`src/rtl/alu_arb_pkg.sv`:
```
// Shared constants for the two-requester ALU arbiter.
// State encoding, ALU op codes, data-path widths and a mul/div classifier.
package alu_arb_pkg;

    localparam int DATA_W = 8;
    localparam int SEL_W  = 4;
    localparam int CNT_W  = 4;

    typedef enum logic [1:0] {
        S_IDLE = 2'd0,
        S_EXEC = 2'd1,
        S_RESP = 2'd2
    } state_t;

    localparam logic [SEL_W-1:0] OP_ADD = 4'b0000;
    localparam logic [SEL_W-1:0] OP_MUL = 4'b0010;
    localparam logic [SEL_W-1:0] OP_DIV = 4'b0011;

    function automatic logic is_muldiv(input logic [SEL_W-1:0] sel);
        return (sel == OP_MUL) || (sel == OP_DIV);
    endfunction

endpackage

```
`src/rtl/alu_arb_rr2.sv`:
```
// Two-way round-robin grant.
// The pointer remembers the requester served last; on a tie the other one wins.
// With no request the grant idles toward the not-last requester.
module alu_arb_rr2 #(
    parameter logic RR_INIT = 1'b0
) (
    input  logic       clk,
    input  logic       rst,
    input  logic [1:0] req,
    input  logic       advance,
    output logic       grant
);

    logic last;

    // Single requester wins outright; a tie goes to whoever was not served last.
    always_comb begin
        grant = ~last;
        if (req == 2'b01)
            grant = 1'b0;
        else if (req == 2'b10)
            grant = 1'b1;
    end

    // Reset marks the other requester as last served so RR_INIT wins the first tie.
    always_ff @(posedge clk or posedge rst) begin
        if (rst)
            last <= ~RR_INIT;
        else if (advance)
            last <= grant;
    end

endmodule

```
`src/rtl/alu_arbiter.sv`:
```
// Shares one 8-bit ALU between two requesters.
// Round-robin arbitration, registered ALU operands, extra settle cycles for mul/div,
// and a held response carrying the requester ID.
// Optional feature: define ALU_ARB_DIV0_CHECK_EN to short-circuit divide-by-zero
// (rsp_data=8'hFF, rsp_cout=0, rsp_err=1, no settle cycles). Without it rsp_err is 0.
module alu_arbiter
    import alu_arb_pkg::*;
#(
    parameter int MULDIV_WAIT = 2,
    parameter int RR_INIT     = 0
) (
    input  logic              clk,
    input  logic              rst,
    input  logic              req0_valid,
    output logic              req0_ready,
    input  logic [DATA_W-1:0] req0_a,
    input  logic [DATA_W-1:0] req0_b,
    input  logic [SEL_W-1:0]  req0_sel,
    input  logic              req1_valid,
    output logic              req1_ready,
    input  logic [DATA_W-1:0] req1_a,
    input  logic [DATA_W-1:0] req1_b,
    input  logic [SEL_W-1:0]  req1_sel,
    output logic [DATA_W-1:0] alu_a,
    output logic [DATA_W-1:0] alu_b,
    output logic [SEL_W-1:0]  alu_sel,
    input  logic [DATA_W-1:0] alu_out,
    input  logic              alu_cout,
    output logic              rsp_valid,
    input  logic              rsp_ready,
    output logic              rsp_id,
    output logic [DATA_W-1:0] rsp_data,
    output logic              rsp_cout,
    output logic              rsp_err,
    output logic              busy
);

    localparam logic [CNT_W-1:0] WAIT_LD = CNT_W'(MULDIV_WAIT);

    state_t            state;
    logic [CNT_W-1:0]  wait_cnt;
    logic              grant;
    logic              accept;
    logic [DATA_W-1:0] win_a;
    logic [DATA_W-1:0] win_b;
    logic [SEL_W-1:0]  win_sel;

    alu_arb_rr2 #(.RR_INIT(1'(RR_INIT))) u_rr (
        .clk     (clk),
        .rst     (rst),
        .req     ({req1_valid, req0_valid}),
        .advance (accept),
        .grant   (grant)
    );

    // Ready only toward the granted, valid requester while idle, so at most one is high.
    always_comb begin
        req0_ready = (state == S_IDLE) && req0_valid && (grant == 1'b0);
        req1_ready = (state == S_IDLE) && req1_valid && (grant == 1'b1);
        accept     = req0_ready || req1_ready;
        win_a      = grant ? req1_a   : req0_a;
        win_b      = grant ? req1_b   : req0_b;
        win_sel    = grant ? req1_sel : req0_sel;
    end

    assign busy = (state != S_IDLE);

`ifdef ALU_ARB_DIV0_CHECK_EN
    logic div0_q;
    logic win_div0;
    assign win_div0 = (win_sel == OP_DIV) && (win_b == '0);
`else
    assign rsp_err = 1'b0;
`endif

    // Sequencer: latch the winner, wait out mul/div settling, capture and hold the response.
    always_ff @(posedge clk or posedge rst) begin
        if (rst) begin
            state     <= S_IDLE;
            wait_cnt  <= '0;
            alu_a     <= '0;
            alu_b     <= '0;
            alu_sel   <= '0;
            rsp_valid <= 1'b0;
            rsp_id    <= 1'b0;
            rsp_data  <= '0;
            rsp_cout  <= 1'b0;
`ifdef ALU_ARB_DIV0_CHECK_EN
            div0_q    <= 1'b0;
            rsp_err   <= 1'b0;
`endif
        end else begin
            case (state)
                S_IDLE: begin
                    if (accept) begin
                        alu_a    <= win_a;
                        alu_b    <= win_b;
                        alu_sel  <= win_sel;
                        rsp_id   <= grant;
                        wait_cnt <= is_muldiv(win_sel) ? WAIT_LD : '0;
`ifdef ALU_ARB_DIV0_CHECK_EN
                        div0_q   <= win_div0;
                        if (win_div0)
                            wait_cnt <= '0;
`endif
                        state    <= S_EXEC;
                    end
                end
                S_EXEC: begin
                    if (wait_cnt != '0) begin
                        wait_cnt <= wait_cnt - 4'd1;
                    end else begin
`ifdef ALU_ARB_DIV0_CHECK_EN
                        if (div0_q) begin
                            rsp_data <= 8'hFF;
                            rsp_cout <= 1'b0;
                            rsp_err  <= 1'b1;
                        end else begin
                            rsp_data <= alu_out;
                            rsp_cout <= alu_cout;
                            rsp_err  <= 1'b0;
                        end
`else
                        rsp_data <= alu_out;
                        rsp_cout <= alu_cout;
`endif
                        rsp_valid <= 1'b1;
                        state     <= S_RESP;
                    end
                end
                S_RESP: begin
                    if (rsp_ready) begin
                        rsp_valid <= 1'b0;
                        state     <= S_IDLE;
                    end
                end
                default: state <= S_IDLE;
            endcase
        end
    end

endmodule

```
`config.mk`:
```
export PLATFORM = sky130hd
export DESIGN_NAME = alu_arbiter
export DESIGN_NICKNAME = d
export VERILOG_FILES = /design/src/rtl/alu_arb_pkg.sv /design/src/rtl/alu_arb_rr2.sv /design/src/rtl/alu_arbiter.sv
export SDC_FILE = /design/constraint.sdc
export NUM_CORES = 1
export LEC_CHECK = 0
export BUFFER_PORTS_ARGS = -buffer_cell sky130_fd_sc_hd__clkbuf_2
export CAP_MARGIN = 20
export CORE_ASPECT_RATIO = 1.4
export CORE_MARGIN = 3
export CORE_UTILIZATION = 45
export DETAILED_ROUTE_END_ITERATION = 7
export GPL_ROUTABILITY_DRIVEN = 0
export PLACE_DENSITY = 0.8
export SLEW_MARGIN = 0
export SYNTH_ARGS = -nofsm -noshare
export SYNTH_HDL_FRONTEND = slang
export SYNTH_SLANG_ARGS = --single-unit
```
`constraint.sdc`:
```
create_clock -name clk -period 3.65 [get_ports clk]
set_input_delay 0.5475 -clock clk [delete_from_list [all_inputs] [get_ports clk]]
set_output_delay 0.5475 -clock clk [all_outputs]
set_load 0.02 [all_outputs]
```
# [Yosys cells after proc, flatten, opt, wreduce, memory -nomap -nowiden]
# Cells that the tools add are included.
[totals] word_cells=56 reg_bits=38 out_inout_bits=35 input_bits=54
[classes] mux=16 add_sub_neg=1 eq_ne=10 n_reduce_logical=16 n_bitwise=3
[ops] cell="$mux 8" count=2
[ops] cell="$mux 4" count=3
[ops] cell="$reduce_and 3->1" count=3
[ops] cell="$eq 4x2->1 const B" count=2
[ops] cell="$mux 2" count=4
[ops] cell="$ne 2x2->1 const B" count=4
[ops] cell="$pmux 4 s2" count=1
[ops] cell="$pmux 2 s3" count=1
[ops] cell="$reduce_bool 2->1" count=3
[ops] cell="$eq 2x1->1 const B" count=2
[ops] cell="$eq 2x2->1 const B" count=2
[ops] cell="$logic_and 1x1->1" count=4
[ops] cell="$mux 1" count=4
[ops] cell="$reduce_and 2->1" count=2
[ops] cell="$reduce_bool 4->1" count=1
[ops] cell="$sub 4x1->4 const B" count=1
[ops] cell="$not 1->1" count=3
[ops] cell="$logic_not 2->1" count=1
[ops] cell="$logic_or 1x1->1" count=2
[ops] cell="$pmux 1 s2" count=1

# [Logic depth before layout (Yosys ltp)]
# Gate-level depths: netlist (run 1).
[logic_depth] depth_word=9 depth_mapped=7 ltp_nobuf=7

# [By module]
# Synthesis (run 1) repeated with hierarchy kept, for this count alone.
[hier_totals] hier_cells=143 hier_area_um2=1861.8
[by_module_without_submodules] module="alu_arbiter" instances=1 seq_area_each_um2=925.9 cells_each=136 area_each_um2=1800.5
[by_module_without_submodules] module="alu_arb_rr2" instances=1 seq_area_each_um2=26.3 cells_each=7 area_each_um2=61.3

# [Least setup slack after synthesis (run 1)]
# No wires, ideal clock.
[synth_path] path_kind="in2out" start="in req0_valid" end="out req0_ready" path_slack_ns=1.520 stages=5 required_ns=3.102 t_arrival_ns=1.583 n_path_buf=2 cell_sequence="inv_2 -> maj3_2 -> buf_6 -> buf_2 -> nor2_1"
[synth_via] elab_chain_cells=5 word_cells_on_any_way=7 cone_classes="eq/ne (2); mux (2); bitwise (1); reduce/logical (2)"
[synth_rtl] element="from (decl)" line_no="alu_arbiter.sv:14" source="input logic req0_valid,"
[synth_rtl] element="$eq 2x2->1" line_no="alu_arb_rr2.sv:21" source="else if (req == 2'b10)"
[synth_rtl] element="$mux 1" line_no="alu_arb_rr2.sv:21"
[synth_rtl] element="$mux 1" line_no="alu_arb_rr2.sv:19" source="if (req == 2'b01)"
[synth_rtl] element="$not 1->1" line_no="alu_arbiter.sv:58" source="req0_ready = (state == S_IDLE) && req0_valid && (grant == 1'b0);"
[synth_rtl] element="$logic_and 1x1->1 (*)" line_no="alu_arbiter.sv:58"
[synth_rtl] element="to (decl)" line_no="alu_arbiter.sv:15" source="output logic req0_ready,"
# Mark *: on every way between the ends. The rest lies on a longest branch, timed or not.

# [Final worst setup path (run 1)]
[layout_path] start="reg u_rr.last" end="out req0_ready"
[layout_via] elab_chain_cells=5
[layout_rtl] element="from (decl)" line_no="alu_arb_rr2.sv:14" source="logic last;"
[layout_rtl] element="from (signal assigned)" line_no="alu_arb_rr2.sv:28" source="last <= ~RR_INIT;"
[layout_rtl] element="from (signal assigned)" line_no="alu_arb_rr2.sv:30" source="last <= grant;"
[layout_rtl] element="$not 1->1" line_no="alu_arb_rr2.sv:18" source="grant = ~last;"
[layout_rtl] element="$mux 1" line_no="alu_arb_rr2.sv:21"
[layout_rtl] element="$mux 1" line_no="alu_arb_rr2.sv:19"
[layout_rtl] element="$not 1->1" line_no="alu_arbiter.sv:58"
[layout_rtl] element="$logic_and 1x1->1" line_no="alu_arbiter.sv:58"
# Every way passes these cells.

==> impl_metrics.py, run 1 <==
metrics = {
    "yosys": {
        "synthesis.instances": 156,
        "synth_cell_types": 31,
        "syn_nets": 212,
        "synth_area_mm2": 0.001708,
        "synth_edf_count": 0,
        "ys_warn_count": 0,
        "syn_area_per_cell_um2": 10.95,
        "synth_top_flop_cell": "dfrtp_1",
        "synth-seq-area-share_pct": 55.75,
        "synth-seq-cells": 38,
        "synthArstFlopShare_pct": 100.0,
    },
    "cts": {
        "path_clk_slew_ns": 0.07,
        "postCtsSetupRepairBufs": 0,
        "clock_path_buffers": 2,
        "cts_hold_buf": 0,
        "cts_max_level": 2,
        "clk_latency_ns": 0.29,
        "cts_root_buf": "clkbuf_8",
        "cts.sinks": 38,
        "cts_resized": 0,
        "cts_made_buffers": 5,
        "cts_tree": "done",
    },
    "timing": {
        "setup_viol": 0,
        "worst_pin_slew_ns": 0.6557,
        "finalSetupTns_ns": 0,
        "rsz0062_at_grt": "false",
        "finalHoldViolations": 0,
        "worst_hold_slack_ns": 0.3213,
        "finalCritPeriodShare_pct": 64.08,
        "slew_headroom_pct": 56.24,
        "drv_slew": 0,
        "finalCriticalPeriod_ns": 2.339,
        "fmax_mhz": 427.5,
        "finClkSkew_ns": 0.007095,
    },
    "floorplanning": {
        "initial_core_util_pct": 48.75,
        "rows": 25,
        "die_x_um": 58.07,
        "die_h_um": 78.89,
        "dieArea_mm2": 0.004581,
        "ioPinCount": 89,
        "core_area_mm2": 0.003503,
    },
    "routing": {
        "dr.pass1.iters": 2,
        "drc": 0,
        "via_per_inst": 4.983,
        "drtIter0Drc": 14,
        "finalWirelength_mm": 3.678,
        "ant_nets": 0,
        "via_count": 1425,
        "wl_per_cell_um": 12.86,
    },
    "pwr": {
        "p_leak_nw": 1.282,
        "p_per_area_mw_per_mm2": 907.7,
        "peakVddDrop_uv": 552.3,
    },
    "place": {
        "place_hpwl_mm": 2.922,
        "io_buffers": 87,
    },
    "layout": {
        "num-fill-cells": 297,
        "drive_gt1_share_pct": 41.87,
        "diodes": 0,
        "most-common-layout-cells": "87 x clkbuf_2, 37 x dfrtp_1, 25 x nand2_1",
        "final_common_cell": "clkbuf_2",
        "area_delta_synth_final_pct": 36.92,
        "fin_nets": 301,
    },
    "global_routing": {
        "grt_use_met3_pct": 7.642,
        "grt_pass1_wl_mm": 6.030,
        "grtUsageMet1_pct": 19.15,
        "grt_start_max_net_pins": 45,
        "met2_usage_pct": 28.17,
        "first_global_vias": 1386,
        "grt_use_total_pct": 17.34,
        "grt_antenna_before_repair": 0,
        "grt.overflow.total": 0,
        "grt.busiest_layer": "met2",
    },
    "worst_setup_path": {
        "worstPathRequired_ns": 3.10,
        "crit_slowest_cell": "dfstp_2",
        "startpoint_type": "flop",
        "path_buf_inv": 2,
        "timing.rr.start": "u_rr.last",
        "critPathTopFamily": "flip-flops",
        "timing.rr.end": "wait_cnt[1]",
        "r2r_setup_slack_ns": 1.76,
        "crit_arrival_ns": 1.79,
        "crit_path_cell_trace": "inv_1 > maj3_2 > nor2_1 > clkbuf_2",
        "crit_type": "reg2out",
        "crit_path_max_fanout": 21,
        "critPathCaptureType": "output port",
        "cp_slowest_stage_delay_ns": 0.56,
        "rr_worst_depth": 5,
    },
    "run": {
        "maxCapViolCount": 0,
    },
    "run_status": {
        "status": "finished, final reports clean",
    },
    "min_path": {
        "hold_class": "in2async",
    },
}
worst max-delay path by stage:
stage	to	startpoint	slack, ns	depth (start not counted)
4_1_cts	req0_ready	u_rr.last	1.29	4
5_1_grt	req0_ready	u_rr.last	1.20	4
2_1_floorplan	req0_ready	req0_valid	1.52	5
3_3_place_gp	req0_ready	req0_valid	1.50	5
6_report	req0_ready	u_rr.last	1.31	4
3_5_place_dp	req0_ready	req0_valid	1.48	5
sequential cells by signal (all words and copies together) (netlist names):
register / flops
alu_sel: 4
rsp_valid: 1
alu_b: 8
rsp_id: 1
rsp_data: 8
alu_a: 8
state: 2
u_rr.last: 1
rsp_cout: 1
wait_cnt: 4
synth_stat cells (2+ instances only):
| master | n | share of area [%] |
|---|---|---|
| inv_1 | 7 | 1.5 |
| nor2_1 | 2 | 0.44 |
| mux2_1 | 8 | 5.3 |
| mux2i_1 | 20 | 12 |
| o21ai_0 | 9 | 2.6 |
| dfrtp_1 | 37 | 54 |
| clkbuf_1 | 4 | 0.88 |
| nand2_1 | 25 | 5.5 |
| ha_1 | 2 | 1.5 |
| nand2b_1 | 3 | 1.1 |
| buf_2 | 2 | 0.59 |
| o21ai_1 | 18 | 5.3 |
worst register-to-register path: stages, from the launching register on:
cell     delay, ns
dfstp_2       0.56
inv_1         0.05
maj3_2        0.54
mux2i_1       0.26
and4b_1       0.21
o22a_1        0.17
per-layer routing:
metal / wire (um) / vias up
met1: 1407 / 646
met4: 78 / 0
met2: 1788 / 68
met5: 0 / -
met3: 402 / 7
li1: - / 704
cells by family after synthesis:
| family | synth area share (%) |
|---|---|
| compound gates | 9.597 |
| xor+xnor | 0.5129 |
| fa+ha+maj | 2.124 |
| buf+inv | 4.322 |
| flops | 55.75 |
| mux | 17.66 |
| other cells | 0.2196 |
| simple gates | 9.818 |
where the power goes:
group / internal (mW) / switching (mW) / leakage, nW
Clock: 0.291 / 0.143 / 0.0714
Combinational: 0.358 / 0.589 / 0.752
Sequential: 0.632 / 0.110 / 0.459
final cells by class:
class                   instances  area [um^2]  share of cell area [%]
flip-flops and latches         38        952.2                   40.72
multi-input cells             102        685.7                   29.32
repair buffers                 90        478.0                   20.44
clock buffers                   6        82.58                   3.531
clock inverters                 2        60.06                   2.568
well taps                      40        50.05                   2.140
inverters                       8        30.03                   1.284
through the flow:
| step | total power, mW | setup WS, ns | std cells | area [um^2] | util, % |
|---|---|---|---|---|---|
| 2_1_floorplan | 1.401 | 1.520 | 156 | 1708 | - |
| 3_3_place_gp | 1.675 | 1.497 | 277 | 2168 | 61.89 |
| 3_5_place_dp | 1.711 | 1.482 | 277 | 2168 | 61.89 |
| 4_1_cts | 2.149 | 1.288 | 285 | 2311 | 65.96 |
| 5_1_grt | 2.277 | 1.204 | 286 | 2338 | 66.75 |
| 6_report | 2.123 | 1.311 | 286 | 2338 | 66.75 |
No activity file was read; power rests on OpenSTA's default activity.
==> run 2: changes to the inputs <==
- ABC_AREA: unset -> 1
- CORE_UTILIZATION: 45 -> 41
- PLACE_DENSITY: 0.8 -> 0.75
- clock period: 3.65 -> 2.1 ns (I/O delays scaled with it)
==> impl_metrics.py, run 2 <==
metrics = {
    "run_status": {
        "status": "finished, final reports clean",
    },
    "cts": {
        "cts_resized": 0,
        "clk_latency_ns": 0.28,
        "cts.sinks": 38,
        "clock_path_buffers": 2,
        "cts_made_buffers": 5,
        "cts_root_buf": "clkbuf_8",
        "cts_tree": "done",
        "cts_hold_buf": 0,
        "postCtsSetupRepairBufs": 0,
        "path_clk_slew_ns": 0.07,
        "cts_max_level": 2,
    },
    "worst_setup_path": {
        "worstPathRequired_ns": 1.78,
        "crit_slowest_cell": "dfrtp_1",
        "crit_type": "reg2out",
        "cp_slowest_stage_delay_ns": 0.42,
        "startpoint_type": "flop",
        "crit_arrival_ns": 1.35,
        "critPathCaptureType": "output port",
        "crit_path_max_fanout": 4,
        "crit_path_cell_trace": "nor2_2 > nand2_2 > nor2_1 > clkbuf_2",
    },
    "floorplanning": {
        "core_area_mm2": 0.004309,
        "initial_core_util_pct": 43.21,
        "dieArea_mm2": 0.005397,
        "die_x_um": 62.95,
        "ioPinCount": 89,
        "rows": 28,
        "die_h_um": 85.73,
    },
    "timing": {
        "finalCritPeriodShare_pct": 79.08,
        "finalCriticalPeriod_ns": 1.661,
        "fmax_mhz": 602.2,
        "worst_hold_slack_ns": 0.1197,
        "drv_slew": 0,
        "setup_viol": 0,
        "finalSetupTns_ns": 0,
        "finClkSkew_ns": 0.005364,
        "finalHoldViolations": 0,
        "rsz0062_at_grt": "false",
    },
    "run": {
        "maxCapViolCount": 0,
    },
    "yosys": {
        "synthArstFlopShare_pct": 100.0,
        "syn_area_per_cell_um2": 9.451,
        "synth.area.top_cells": "dfrtp_1 50%, nand2_1 9.5%, mux2_4 6.5%",
        "synthesis.instances": 197,
        "synth-seq-cells": 38,
        "yosysMostFrequentCell": "nand2_1",
        "syn_nets": 253,
        "yosys.area.top_type_share_pct": 49.73,
        "synth-seq-area-share_pct": 51.14,
        "synth_top_area_cell": "dfrtp_1",
        "synth_top_flop_cell": "dfrtp_1",
        "synth_area_mm2": 0.001862,
        "ys_warn_count": 0,
        "synth_cell_types": 26,
        "synth_edf_count": 0,
        "synthTopCellsByCount": "47 x nand2_1, 37 x dfrtp_1, 28 x nor2_1, 19 x a31oi_1, 10 x inv_1",
    },
    "global_routing": {
        "grt.overflow.total": 0,
        "first_global_vias": 1562,
        "grt_antenna_before_repair": 0,
        "grt_start_max_net_pins": 42,
        "grt_pass1_wl_mm": 6.699,
        "grt_use_total_pct": 15.62,
    },
    "routing": {
        "top_layer_used": "met4",
        "via_per_inst": 4.612,
        "via_count": 1582,
        "wl_per_cell_um": 11.60,
        "wl_met3_um": 237,
        "ant_nets": 0,
        "dr.pass1.iters": 4,
        "drtIter0Drc": 74,
        "finalWirelength_mm": 3.979,
        "drc": 0,
        "wl_met1_mm": 1.657,
        "dr_wl_met2_mm": 2.002,
    },
    "layout": {
        "most-common-layout-cells": "87 x clkbuf_2, 47 x nand2_1, 37 x dfrtp_1",
        "diodes": 0,
        "top_regs": "alu_a: 8 flops, alu_b: 8 flops, rsp_data: 8 flops",
        "final_area_mm2": 0.002374,
        "post-route-util_pct": 55.08,
        "drive_gt1_share_pct": 44.52,
        "final_common_cell": "clkbuf_2",
        "area_delta_synth_final_pct": 27.49,
        "fin_nets": 339,
    },
    "pwr": {
        "p_per_area_mw_per_mm2": 1559,
        "p_leak_nw": 1.273,
        "peakVddDrop_uv": 865.4,
        "p_total_mw": 3.700,
    },
    "place": {
        "place_hpwl_mm": 2.981,
        "io_buffers": 87,
        "place_area_mm2": 0.002297,
    },
    "min_path": {
        "hold_class": "in2async",
    },
}
[run 2: layout make-up]
type,instances,area (um^2)
inverter,15,56.30
timing repair buffer,88,442.9
clock buffer,7,76.32
multi-input combinational,135,770.7
sequential,38,952.2
tap,60,75.07
fill,421,1936
[run 2: worst paths after layout]
kind	end	slack (ns)	start	cells after the start
min in group clk	state[1]	0.24	rsp_ready	2
setup reg to reg	wait_cnt[1]	0.51	u_rr.last	9
max in group asynchronous	u_rr.last	1.63	rst	3
hold / removal	alu_a[2]	0.12	rst	3
hold reg to reg	rsp_valid	0.48	rsp_valid	2
setup / recovery	req0_ready	0.44	state[0]	4
[run 2: metrics by stage]
| stage | std cells | worst slack [ns] |
|---|---|---|
| 3_3_place_gp | 336 | 0.5618 |
| 2_1_floorplan | 197 | 0.7617 |
| 6_report | 343 | 0.4394 |
| 4_1_cts | 343 | 0.4225 |
| 5_1_grt | 343 | 0.2971 |
| 3_5_place_dp | 336 | 0.4957 |
[run 2: power by group]
part	internal [mW]	leakage, nW	switching [mW]
clock network	0.228	0.0383	0.230
logic	0.733	0.798	1.21
registers	1.11	0.437	0.194
[run 2: kinds of logic after synthesis]
logic type	Yosys count	share of synthesized area, %
other	1	0.2014
xor gates and xnor gates	1	0.4705
buffers and inverters	24	7.460
muxes	9	7.057
AOI/OAI and AO/OA	26	8.803
DFF	38	51.14
adders and majority gates	2	1.344
and+or+nand+nor	96	23.52
[run 2: critical path: cells and delay by family (launching register included)]
family        cells  cell delay (ns)
buf+inv           1             0.19
flops             1             0.42
simple gates      3             0.46
[run 2: metal layers]
| metal | vias to the layer above | track usage [%] |
|---|---|---|
| met1 | 716 | 18.40 |
| li1 | 805 | - |
| met2 | 57 | 26.61 |
| met5 | - | 0 |
| met4 | 0 | 7.831 |
| met3 | 4 | 3.539 |
==> run 3: changes to the inputs <==
- CORE_UTILIZATION: 41 -> 45
- PLACE_DENSITY: 0.75 -> 0.78
- clock period: 2.1 -> 1.6 ns (I/O delays scaled with it)
==> impl_metrics.py, run 3 (synthesized netlist as in run 2, its figures left out) <==
metrics = {
    "run_status": {
        "status": "finished, final reports clean",
    },
    "global_routing": {
        "grt.busiest_layer": "met2",
        "grt_pass1_wl_mm": 6.216,
        "grt.overflow.total": 0,
        "grt_start_max_net_pins": 39,
        "grtUsageMet1_pct": 20.72,
        "grt_use_met3_pct": 4.355,
        "met2_usage_pct": 28.14,
        "grt_antenna_before_repair": 0,
        "grt_use_total_pct": 17.09,
        "first_global_vias": 1443,
    },
    "pwr": {
        "pwr-share-seq_pct": 33.3,
        "peakVddDrop_uv": 1389,
        "power_switching_mw": 2.244,
        "p_leak_nw": 1.309,
        "p_clk_share_pct": 15.2,
        "internal-power_mw": 2.945,
        "swShare_pct": 43.24,
        "p_per_area_mw_per_mm2": 2135,
        "p_total_mw": 5.189,
        "comb_power_share_pct": 51.5,
    },
    "timing": {
        "worst_hold_slack_ns": 0.03670,
        "finalHoldViolations": 0,
        "finalSetupTns_ns": 0,
        "finalCritPeriodShare_pct": 95.22,
        "rsz0062_at_grt": "false",
        "fmax_mhz": 656.4,
        "setup_viol": 0,
        "finalWorstSetupSlack_ns": 0.07644,
        "finClkSkew_ns": 0.007266,
        "finalCriticalPeriod_ns": 1.524,
        "drv_slew": 0,
    },
    "cts": {
        "cts_max_level": 2,
        "postCtsSetupRepairBufs": 0,
        "cts_hold_buf": 0,
        "cts_root_buf": "clkbuf_8",
        "clock_path_buffers": 2,
        "cts_made_buffers": 5,
        "cts.sinks": 38,
        "clk_latency_ns": 0.29,
        "path_clk_slew_ns": 0.08,
        "cts_tree": "done",
    },
    "worst_setup_path": {
        "crit_path_max_fanout": 6,
        "cp-startpoint": "u_rr.last",
        "path_buf_inv": 2,
        "r2r_setup_slack_ns": 0.15,
        "critPathCaptureType": "output port",
        "startpoint_type": "flop",
        "timing.rr.start": "u_rr.last",
        "crit_type": "reg2out",
        "rr_worst_depth": 7,
        "endpoint": "req0_ready",
        "critPathTopFamily": "flip-flops",
        "crit_slowest_cell": "dfstp_2",
        "crit_path_cell_trace": "nand2_2 > nand2_4 > inv_2 > nor2_2 > buf_4",
        "timing.rr.end": "alu_b[0]",
        "cp.depth": 5,
        "crit_arrival_ns": 1.28,
        "cp_slowest_stage_delay_ns": 0.55,
        "worstPathRequired_ns": 1.36,
    },
    "routing": {
        "via_count": 1611,
        "ant_nets": 0,
        "wl_per_cell_um": 12.48,
        "finalWirelength_mm": 4.105,
        "drc": 0,
        "drtIter0Drc": 41,
        "dr.pass1.iters": 4,
        "via_per_inst": 4.897,
    },
    "layout": {
        "final_area_mm2": 0.002430,
        "fin_nets": 341,
        "final_common_cell": "clkbuf_2",
        "drive_gt1_share_pct": 46.15,
        "num-fill-cells": 351,
        "most-common-layout-cells": "86 x clkbuf_2, 47 x nand2_1, 37 x dfrtp_1",
        "diodes": 0,
        "area_delta_synth_final_pct": 30.51,
        "top_regs": "alu_a: 8 flops, alu_b: 8 flops, rsp_data: 8 flops",
        "final_cells": 329,
        "post-route-util_pct": 61.48,
    },
    "place": {
        "place_area_mm2": 0.002303,
        "place_ws_ns": 0.05674,
        "placedCellCount": 321,
        "place_hpwl_mm": 3.125,
        "io_buffers": 87,
    },
    "min_path": {
        "hold_class": "in2async",
    },
    "floorplanning": {
        "initial_core_util_pct": 47.10,
        "core_area_mm2": 0.003953,
        "dieArea_mm2": 0.004956,
        "ioPinCount": 89,
        "die_x_um": 60.36,
        "rows": 27,
        "die_h_um": 82.11,
    },
    "run": {
        "maxCapViolCount": 0,
    },
}
[run 3: changes by cell type in the layout (fill, tap and decap cells not counted)]
cell,change
buf_12,+1
buf_4,+2
bufinv_16,+1
clkbuf_1,-2
clkbuf_2,-1
clkinv_2,+2
nand3_2,-1
nand3_4,+1
nor2_1,-1
nor2_4,+1
[run 3: cell type report]
cell class | count | area (um^2) | area share [%]
inverter | 15 | 56.30 | 2.317
timing repair buffer | 90 | 473.0 | 19.46
multi-input combinational | 135 | 785.8 | 32.34
clock buffer | 5 | 68.82 | 2.832
clock inverter | 3 | 40.04 | 1.648
tap | 43 | 53.80 | 2.214
sequential | 38 | 952.2 | 39.19
[run 3: worst reg2reg max path, cell delays in order, from the launching register on]
cell and delay (ns):
dfstp_2 0.55, nand2_2 0.06, nand2_4 0.10, inv_2 0.05
nand2_2 0.09, nand2_4 0.13, buf_12 0.19, a31oi_1 0.21
[run 3: power by group through the flow]
stage,clock (mW),combinational [mW],sequential (mW)
floorplan,0,1.50,2.19
global placement,0,2.60,1.72
detailed placement,0,2.67,1.73
CTS,0.811,2.68,1.73
global route,0.841,2.96,1.78
finish,0.790,2.67,1.73
[run 3: how the worst min path moves through the flow]
stage,from,cells past startpoint,slack [ns],to
after floorplan,rsp_ready,1,0.33,state[1]
after global placement,rst,3,0.36,rsp_data[1]
after detailed placement,rst,3,0.37,rsp_data[4]
after CTS,rst,3,0.05,alu_b[7]
after global routing,rst,3,0.07,rsp_data[5]
final,rst,3,0.04,alu_b[7]
[run 3: per-layer routing]
layer,part of all wire [%],up-vias
met3,6.3,4
met4,1.7,0
met5,0,-
li1,-,809
met1,40,747
met2,52,51
[run 3: timing repair]
item                                    4_1_cts  5_1_grt
hold endpoints to repair                      0        0
gates resized for setup                       1        4
endpoints found under the setup margin        1       10
